==> config.mk <==
export PLATFORM = sky130hd
export DESIGN_NAME = uart_port_arbiter
export DESIGN_NICKNAME = d
export VERILOG_FILES = /design/src/rtl/uart_port_arbiter.sv
export SDC_FILE = /design/constraint.sdc
export NUM_CORES = 1
export LEC_CHECK = 0
export BUFFER_PORTS_ARGS = -buffer_cell sky130_fd_sc_hd__buf_2
export CELL_PAD_IN_SITES_DETAIL_PLACEMENT = 1
export CELL_PAD_IN_SITES_GLOBAL_PLACEMENT = 2
export CORE_ASPECT_RATIO = 1.1
export CORE_MARGIN = 2
export CORE_UTILIZATION = 23
export CTS_CLUSTER_SIZE = 40
export DETAILED_ROUTE_END_ITERATION = 16
export PLACE_DENSITY = 0.86
export REMOVE_ABC_BUFFERS = 1
export SETUP_SLACK_MARGIN = 0.3
export SYNTH_ARGS = -nofsm -noshare
export SYNTH_HDL_FRONTEND = slang
export SYNTH_SLANG_ARGS = --single-unit
export TNS_END_PERCENT = 30
==> constraint.sdc <==
create_clock -name clk -period 2.1 [get_ports clk]
set_input_delay 0.105 -clock clk [delete_from_list [all_inputs] [get_ports clk]]
set_output_delay 0.105 -clock clk [all_outputs]
set_load 0.05 [all_outputs]
==> src/rtl/uart_port_arbiter.sv <==
// Shares the UART controller's byte ports between NUM_REQ requesters. TX and RX each
// get an independent round-robin arbiter with an optional per-requester packet lock.

module uart_rr_channel #(
    parameter int NUM_REQ = 2,
    parameter int OWNER_W = 1
) (
    input  logic               clk,
    input  logic               reset,
    input  logic [NUM_REQ-1:0] req_valid,
    input  logic [NUM_REQ-1:0] req_lock,
    input  logic               done,
    output logic               grant,
    output logic [OWNER_W-1:0] win,
    output logic [OWNER_W-1:0] owner,
    output logic               busy,
    output logic [NUM_REQ-1:0] ready
);
    typedef enum logic {IDLE, ISSUE} state_t;

    state_t             state, state_nxt;
    logic               locked, locked_nxt;
    logic [OWNER_W-1:0] last;
    logic [OWNER_W-1:0] rr_win;
    logic               rr_found;

    // First valid requester after the last grantee, wrapping modulo NUM_REQ.
    always_comb begin
        rr_found = 1'b0;
        rr_win   = '0;
        for (int k = 1; k <= NUM_REQ; k++) begin
            if (!rr_found && req_valid[(int'(last) + k) % NUM_REQ]) begin
                rr_found = 1'b1;
                rr_win   = OWNER_W'((int'(last) + k) % NUM_REQ);
            end
        end
    end

    always_comb begin
        state_nxt  = state;
        locked_nxt = locked;
        grant      = 1'b0;
        win        = rr_win;
        case (state)
            IDLE: begin
                if (locked && req_lock[owner]) begin
                    if (req_valid[owner]) begin
                        grant = 1'b1;
                        win   = owner;
                    end
                end else begin
                    // Lock released: fall through to a normal arbitration this cycle.
                    locked_nxt = 1'b0;
                    grant      = rr_found;
                end
                if (grant) state_nxt = ISSUE;
            end
            ISSUE: begin
                if (done) begin
                    state_nxt  = IDLE;
                    locked_nxt = req_lock[owner];
                end
            end
            default: state_nxt = IDLE;
        endcase
    end

    always_ff @(posedge clk or negedge reset) begin
        if (!reset) begin
            state  <= IDLE;
            locked <= 1'b0;
            last   <= OWNER_W'(NUM_REQ - 1);
            owner  <= '0;
        end else begin
            state  <= state_nxt;
            locked <= locked_nxt;
            if (grant) begin
                last  <= win;
                owner <= win;
            end
        end
    end

    assign busy = (state == ISSUE);

    for (genvar i = 0; i < NUM_REQ; i++) begin : g_ready
        assign ready[i] = done && busy && (owner == OWNER_W'(i));
    end
endmodule

module uart_port_arbiter #(
    parameter int NUM_REQ = 2,
    parameter int OWNER_W = (NUM_REQ > 1) ? $clog2(NUM_REQ) : 1
) (
    input  logic                 clk,
    input  logic                 reset,
    input  logic [NUM_REQ-1:0]   tx_valid,
    input  logic [NUM_REQ*8-1:0] tx_data,
    input  logic [NUM_REQ-1:0]   tx_lock,
    output logic [NUM_REQ-1:0]   tx_ready,
    input  logic [NUM_REQ-1:0]   rx_valid,
    input  logic [NUM_REQ-1:0]   rx_lock,
    output logic [NUM_REQ-1:0]   rx_ready,
    output logic [7:0]           rx_data,
    output logic                 uart_in_valid,
    output logic [7:0]           uart_in_data,
    input  logic                 uart_in_ready,
    output logic                 uart_out_valid,
    input  logic [7:0]           uart_out_data,
    input  logic                 uart_out_ready,
    output logic [OWNER_W-1:0]   tx_owner,
    output logic [OWNER_W-1:0]   rx_owner,
    output logic                 tx_busy,
    output logic                 rx_busy
);
    if (NUM_REQ < 2 || NUM_REQ > 8 || OWNER_W < 1) begin : g_bad_param
        $error("uart_port_arbiter: NUM_REQ must be 2..8 and OWNER_W >= 1");
    end

    logic [NUM_REQ-1:0][7:0] tx_bytes;
    logic                    tx_grant;
    logic [OWNER_W-1:0]      tx_win;
    logic                    rx_grant_unused;
    logic [OWNER_W-1:0]      rx_win_unused;

    assign tx_bytes = tx_data;

    uart_rr_channel #(.NUM_REQ(NUM_REQ), .OWNER_W(OWNER_W)) u_tx (
        .clk       (clk),
        .reset     (reset),
        .req_valid (tx_valid),
        .req_lock  (tx_lock),
        .done      (uart_in_ready),
        .grant     (tx_grant),
        .win       (tx_win),
        .owner     (tx_owner),
        .busy      (tx_busy),
        .ready     (tx_ready)
    );

    uart_rr_channel #(.NUM_REQ(NUM_REQ), .OWNER_W(OWNER_W)) u_rx (
        .clk       (clk),
        .reset     (reset),
        .req_valid (rx_valid),
        .req_lock  (rx_lock),
        .done      (uart_out_ready),
        .grant     (rx_grant_unused),
        .win       (rx_win_unused),
        .owner     (rx_owner),
        .busy      (rx_busy),
        .ready     (rx_ready)
    );

    // Controller-side valids are the ISSUE state flops themselves, so they drop the
    // cycle after the accept pulse and can never be double-accepted.
    assign uart_in_valid  = tx_busy;
    assign uart_out_valid = rx_busy;
    assign rx_data        = uart_out_data;

    // Data is captured at grant only; the requester may change tx_data afterwards.
    always_ff @(posedge clk or negedge reset) begin
        if (!reset)        uart_in_data <= '0;
        else if (tx_grant) uart_in_data <= tx_bytes[tx_win];
    end
endmodule

Word-level counts from Yosys, hierarchy flattened
Index checks and enable logic that the tools add are counted.
{"block": "totals", "register_bits": 16, "latchBits": 0, "ram_bits": 0, "romBits": 0, "elab_cells": 102, "n_memories": 0}
{"block": "op_classes", "addsub": 4, "mul": 0, "div": 0, "magnitude_cmp": 7, "n_eq_ne": 4, "shifts": 0, "n_mux": 56, "bitwise": 8, "n_reduce_logical": 14}
{"operator": "1-bit 2-to-1 mux", "count": 50}
{"operator": "8-bit 2-to-1 mux", "count": 2}
{"operator": "2-bit by 3-bit < comparator with 1-bit output, second input constant", "count": 4}
{"operator": "1-bit logical AND", "count": 10}
{"operator": "2-bit != test, second input constant", "count": 4}
{"operator": "1-bit one-hot mux with 2 select lines", "count": 4}
{"operator": "1-bit by 2-bit < comparator with 1-bit output, second input constant", "count": 3}
{"operator": "1-bit adder, second input constant", "count": 4}
{"operator": "1-bit bitwise AND, first input constant", "count": 4}
{"operator": "1-bit NOT", "count": 4}
{"operator": "2-bit AND reduction", "count": 2}
{"operator": "1-bit logical NOT", "count": 2}

Longest topological paths before layout
Gate-level depths: netlist of run 1.
{"block": "depth", "word_depth": 14, "ltp_mapped": 6, "depth_no_buf": 4}

Hierarchy
From an unflattened synthesis of run 1, not the netlist that was laid out.
{"block": "unflattened", "hier_cells": 111, "hier_area_um2": 1037.2}
{"mod": "uart_rr_channel", "instances": 2, "cells_per_inst": 33, "area_per_inst_um2": 289.0}
{"mod": "uart_port_arbiter", "instances": 1, "cells_per_inst": 45, "area_per_inst_um2": 459.2}

Least setup slack after synthesis of run 1
No wires, ideal clock.
{"block": "synth_timing", "kind": "reg2reg", "startpoint": "register u_tx.owner", "endpoint": "register uart_in_data[0]", "t_arrival_ps": 1611, "slack_ps": 363, "path_stages_with_launch": 7, "cell_sequence": "dfrtp_1 buf_4 and3b_1 o22a_2 buf_6 a31oi_1 a21oi_1"}
{"block": "synth_between", "elab_chain_cells": 7}
{"item": "start: declaration", "line_no": "15", "source": "output logic [OWNER_W-1:0] owner,"}
{"item": "start signal: assignment", "line_no": "79", "source": "owner <= win;"}
{"item": "1-bit 2-to-1 mux, on equally long branches (2 in series)", "line_no": "47, 46"}
{"item": "1-bit 2-to-1 mux or 1-bit logical AND (tied branches)", "line_no": "47, 46"}
{"item": "1-bit 2-to-1 mux", "line_no": "46", "source": "if (locked && req_lock[owner]) begin"}
{"item": "1-bit 2-to-1 mux", "line_no": "44", "source": "case (state)"}
{"item": "8-bit 2-to-1 mux (not written as such) (2 in series)", "line_no": "163", "source": "else if (tx_grant) uart_in_data <= tx_bytes[tx_win];"}
{"item": "end signal: assignment", "line_no": "163"}
{"item": "end: declaration", "line_no": "106", "source": "output logic [7:0] uart_in_data,"}
Several ways; a longest one is shown, not always the timed one. The select of a mux whose other input is x is not followed.
A chain may end at the register's enable or synchronous reset.

Worst setup path in the final report of run 1
{"block": "layout_timing", "startpoint": "register u_tx.owner", "endpoint": "register uart_in_data[1]"}
The elaborated chain is that of the path after synthesis.

==> results of run 1 <==
[power groups by stage]
stage	registers, W	clock network (W)	logic, W
6_report	0.000625	0.000248	0.00116
5_1_grt	0.000658	0.000262	0.00125
4_1_cts	0.000629	0.000249	0.00117
3_5_place_dp	0.000632	0	0.00116
3_3_place_gp	0.000617	0	0.00114
2_1_floorplan	0.00104	0	0.000449
[worst max-delay path: stages (launching register included)]
cell and delay [ps]:
dfrtp_1 490, and3b_1 240, o22a_2 340, a31oi_1 200, a21oi_1 90
[area by class of cell]
type	instances	share of cell area (%)
clock buffer	4	3.758
inverter	3	0.9395
sequential	16	33.61
timing repair buffer	46	19.62
tap	52	5.428
multi-input combinational	73	36.64
[stage by stage]
stage	setup slack, ps	hold slack, ps	cells	power, W
after global placement	685.4	41.41	189	0.001758
after CTS	615.4	57.76	194	0.002047
after floorplan	158.0	-190.6	92	0.001488
final	623.8	58.55	194	0.002032
after detailed placement	636.5	44.08	189	0.001797
after global routing	510.0	85.10	194	0.002172
[cells in the mapped netlist, drive strengths merged]
cell type	instances
nand3b	1
mux2i	2
nand2b	3
o211ai	1
o2bb2ai	1
and4bb	1
o22a	1
dfrtp	14
nor2	12
dfstp	2
and3b	1
o31ai	1
o221a	1
buf	12
o21a	1
inv	3
o221ai	1
a31oi	8
o32a	1
and3	3
nand3	1
clkbuf	1
nand2	10
o21ai	14
o22ai	1
a21oi	8
[timing repair]
item / CTS / global route
hold endpoints to repair: 14 / 0
hold buffers: 1 / 0
setup endpoints to repair: 0 / 0
[metal layers]
layer / vias to the layer above / wire [um] / GRT usage [%]
met4: 0 / 43 / 4.861
met5: - / 0 / 0
met1: 426 / 1143 / 15.54
li1: 442 / - / -
met3: 5 / 205 / 4.396
met2: 39 / 1449 / 21.66
[kinds of logic after synthesis]
kind of cell	synth area share [%]
compound gates	27.50
simple gates	16.58
flops	42.37
buf+inv	11.45
mux	2.105
[state kept, by name, indices dropped and copies added, names as in the netlist]
name / flops
u_rx.busy: 1
u_tx.busy: 1
u_rx.locked: 1
u_tx.owner: 1
u_tx.locked: 1
u_rx.last: 1
u_rx.owner: 1
u_tx.last: 1
uart_in_data: 8
[path summary, 6_finish.rpt]
check	to	slack, ps	depth (start not counted)
worst min register to register	u_tx.last	500	2
worst max register to register	uart_in_data[1]	620	4
worst max-delay path	uart_in_data[1]	620	4
max in group asynchronous	u_tx.last	1480	2
worst min-delay path	u_tx.busy	60	2
min in group asynchronous	uart_in_data[6]	300	2
[cell usage in the layout, fill, tap and decap left out, types with 2 or more instances in the layout]
cell type	count
nand2_1	10
clkbuf_8	3
a21oi_1	8
buf_2	45
o21ai_1	3
and3_1	3
o21ai_0	11
dfrtp_1	14
mux2i_1	2
inv_1	3
a31oi_1	8
nand2b_1	3
dfstp_2	2
nor2_1	12
==> impl_metrics.yaml, run 1 <==
sta:
  rsz0062_at_grt: "false"
  slew_headroom_pct: 71.34
  worst_pin_slew_ps: 429.9
  timing.final.crit_share_pct: 70.29
  slew_violations: 0
  fin_skew_ps: 6.365
  fmax_mhz: 677.4
  hold_viol_final: 0
  finalCriticalPeriod_ps: 1476
  setup-violations-final: 0
  tns_ps: 0
route:
  viasPerCell: 4.701
  wl_mm: 2.841
  drtAntennaViolNets: 0
  drcViolationCount: 0
  vias: 912
  drt-initial-drc-count: 14
  wl_per_cell_um: 14.64
  first_pass_iters: 2
placement:
  placed_cell_area_sq_um: 1144
  dp_hpwl_mm: 2.200
  gp_congestion: 0.7455
  port_buffers: 45
clock_tree:
  post_cts_buffers: 0
  cts-root-buf: "clkbuf_8"
  clk_latency_ps: 260
  cts_resized: 0
  htree_levels: 1
  cts_buffers: 3
  cts_sinks: 16
  cts.clk_slew.worst_paths_ps: 60
  cts_tree: "yes"
  cts_buffer_depth: 2
global_route:
  grt_pass1_vias: 946
  grt_pass1_wl_mm: 4.629
  track_usage_pct: 13.02
  grt_start_max_net_pins: 17
  antenna_found_initial: 0
  gr-total-overflow: 0
synth:
  ys_warn_count: 0
  synth_cell_types: 28
  synthTopCellsByArea: "dfrtp_1 (37%), buf_4 (8.7%), o21ai_0 (5.8%), dfstp_2 (5.5%), a31oi_1 (5.3%)"
  synth_top_area_share_pct: 36.84
  synth_cells: 105
  syn_area_sq_um: 950.9
  synth_top_area_cell: "dfrtp_1"
  synth_area_per_cell_sq_um: 9.056
  synth_seq_cells: 16
  ys_seq_area_share_pct: 42.37
floorplan:
  die_area_sq_um: 4665
  ios: 62
  die_w_um: 65.31
  die_h_um: 71.44
  initial_core_util_pct: 23.99
  core-area_sq_um: 3964
  rows: 24
cells_and_area:
  design_area_sq_um: 1199
  areaGrowthSynthToFinish_pct: 26.05
  nNetsFinal: 179
  drive_above_1_share_pct: 38.73
  final_core_util_pct: 30.24
  fillCellCount: 495
  seq_area_sq_um: 402.9
  antenna_cells: 0
  multi_input_area_sq_um: 439.2
critical_path:
  arrival_ps: 1610
  timing.rr.start: "u_tx.owner"
  worstSetupStartpointType: "flip-flop"
  path_class: "flip-flop to flip-flop"
  cp_max_fo: 13
  cp.required_ps: 2240
  setup.worst_path.end_class: "flip-flop"
  setup.worst_path.start: "u_tx.owner"
pwr:
  ir_drop_mv: 0.4048
  pwr-share-clk_pct: 12.2
  leakagePower_nw: 0.5612
  power.share.combinational_pct: 57.0
  switching_power_w: 0.001106
  seq_power_share_pct: 30.8
  powerDensity_nw_per_um2: 1695
  switching_share_pct: 54.41
  power.internal_w: 0.0009264
run_status:
  status: "completed"
flow_run:
  max-cap-violations: 0
hold_path:
  hold_class: "primary input to flip-flop"
  worstHoldStart: "uart_in_ready"
Power figures use the tool's default switching activity.
==> run 2, diff against run 1 <==
--- a/config.mk
+++ b/config.mk
@@ -10,10 +10,10 @@
 export CELL_PAD_IN_SITES_GLOBAL_PLACEMENT = 2
 export CORE_ASPECT_RATIO = 1.1
 export CORE_MARGIN = 2
-export CORE_UTILIZATION = 23
+export CORE_UTILIZATION = 20
 export CTS_CLUSTER_SIZE = 40
 export DETAILED_ROUTE_END_ITERATION = 16
-export PLACE_DENSITY = 0.86
+export PLACE_DENSITY = 0.8
 export REMOVE_ABC_BUFFERS = 1
 export SETUP_SLACK_MARGIN = 0.3
 export SYNTH_ARGS = -nofsm -noshare
==> constraint.sdc (replaced) <==
create_clock -name clk -period 1.2 [get_ports clk]
set_input_delay 0.06 -clock clk [delete_from_list [all_inputs] [get_ports clk]]
set_output_delay 0.06 -clock clk [all_outputs]
set_load 0.05 [all_outputs]
==> run 2 against run 1 <==
Effect of this change:
- the run now ends with setup timing left
- worst hold slack got worse by 41 ps
- sequential cell count stayed put
- combinational power grew to 2.5 times the previous value
- global-route usage shrank 0.15 points
- count of clock-buffer cells in the layout fell by 1
- first-iteration DRC count up 71%
- highest routed layer unchanged
==> impl_metrics.yaml, run 2 (synthesis gave the netlist of run 1 again) <==
run_status:
  status: "finished, violations left"
  violations: "setup timing"
placement:
  placed_cell_area_sq_um: 1239
  port_buffers: 45
  dp_hpwl_mm: 2.540
  gp_congestion: 0.7986
sta:
  finalCriticalPeriod_ps: 1371
  rsz0062_at_grt: "true"
  fin_skew_ps: 3.692
  tns_ps: -1397
  worst_pin_slew_ps: 364.8
  setup-violations-final: 12
  slew_violations: 0
  hold_viol_final: 0
  fmax_mhz: 729.6
  timing.final.crit_share_pct: 114.2
  fin_ws_ps: -170.5
  slew_headroom_pct: 75.68
floorplan:
  die_h_um: 76.32
  ios: 62
  core-area_sq_um: 4619
  initial_core_util_pct: 20.59
  rows: 26
  die_area_sq_um: 5323
  die_w_um: 69.75
critical_path:
  setup.worst_path.start: "u_tx.owner"
  max_stage_delay_ps: 420
  cp.required_ps: 1330
  reg2reg_slack_ps: -170
  arrival_ps: 1500
  setup.worst_path.end_class: "flip-flop"
  timing.rr.start: "u_tx.owner"
  cp_slowest_cell: "dfrtp_1"
  path_class: "flip-flop to flip-flop"
  critical-path-top-delay-family: "compound AO/OA/AOI/OAI gates"
  path_buf_inv: 0
  worstSetupStartpointType: "flip-flop"
  cp_max_fo: 8
  path_cells: "nand2_1 > o221a_4 > o21ai_0 > a21oi_1"
route:
  wl_mm: 3.365
  viasPerCell: 4.873
  drtAntennaViolNets: 0
  drt-initial-drc-count: 24
  drcViolationCount: 0
  wl_per_cell_um: 15.80
  vias: 1038
  first_pass_iters: 3
global_route:
  gr-total-overflow: 0
  antenna_found_initial: 0
  grt_start_max_net_pins: 17
  track_usage_pct: 12.87
  grt_pass1_vias: 1143
  grt_pass1_wl_mm: 5.430
cells_and_area:
  design_area_sq_um: 1539
  largest_register_ffs: 8
  nNetsFinal: 195
  final_common_cell: "buf_2"
  antenna_cells: 0
  most-common-layout-cells: "buf_2 (29), buf_4 (14), buf_6 (13)"
  largest_register: "uart_in_data"
  fillCellCount: 536
  areaGrowthSynthToFinish_pct: 61.84
  drive_above_1_share_pct: 54.78
hold_path:
  hold_class: "primary input to flip-flop"
  worstHoldStart: "uart_in_ready"
clock_tree:
  cts_sinks: 16
  cts.clk_slew.worst_paths_ps: 60
  clk_latency_ps: 250
  cts_buffers: 3
  cts-root-buf: "clkbuf_8"
  cts_buffer_depth: 2
  htree_levels: 1
  cts_tree: "yes"
pwr:
  powerDensity_nw_per_um2: 2886
  ir_drop_mv: 0.9978
  leakagePower_nw: 0.6799
flow_run:
  max-cap-violations: 0
-- run 2: changes by cell type in the layout (fill, tap and decap cells not counted), moves of 3 or more --
cell     previous run  this run
buf_2              45        29
o21ai_0            11         8
buf_4               0        14
buf_6               0        13
buf_8               0         4
nand2_1            10         7
-- run 2: repair_timing --
action                     4_1_cts  5_1_grt
setup endpoints to repair       34       34
setup buffers                    3        0
cloned                           1        0
hold endpoints to repair        14        0
pin swaps                       14        9
gates resized for setup         46       16
hold buffers                     1        0
-- run 2: cell type report --
class                   count  area [sq um]  area share, %
clock buffers               3         41.29          2.683
flip-flops and latches     16         405.4          26.34
well taps                  56         70.07          4.553
repair buffers             61         466.7          30.33
inverters                   3         11.26         0.7317
multi-input cells          74         544.3          35.37
-- run 2: report_power, final --
group	leakage, nW	internal, W	switching [W]
Clock	0.0216	0.000223	0.000183
Sequential	0.179	0.000835	0.000284
Combinational	0.479	0.00120	0.00172
-- run 2: routing by layer --
layer / routed length, um / share of wire (%) / GRT usage, %
met3: 209 / 6.2 / 4.233
met2: 1770 / 53 / 23.17
met1: 1349 / 40 / 14.24
met5: 0 / 0 / 0
met4: 35 / 1.0 / 4.038
-- run 2: path summary, 6_finish.rpt --
path,cells after the start,endpoint
worst max register to register,4,uart_in_data[7]
worst max-delay path,4,uart_in_data[7]
worst min register to register,2,u_rx.last
max in group asynchronous,2,u_rx.last
min in group asynchronous,2,u_rx.locked
worst min-delay path,2,u_tx.busy
-- run 2: metrics by stage --
step / hold slack, ps / total power [W] / util [%] / worst slack, ps / instances
finish: 17.10 / 0.004442 / 33.32 / -170.5 / 213
global route: 26.40 / 0.004704 / 33.32 / -251.9 / 213
CTS: 13.54 / 0.004290 / 31.91 / -171.6 / 213
detailed placement: -1.866 / 0.003391 / 26.81 / -179.5 / 205
global placement: -7.081 / 0.003295 / 26.81 / -122.7 / 205
floorplan: -235.6 / 0.002604 / - / -723.7 / 92
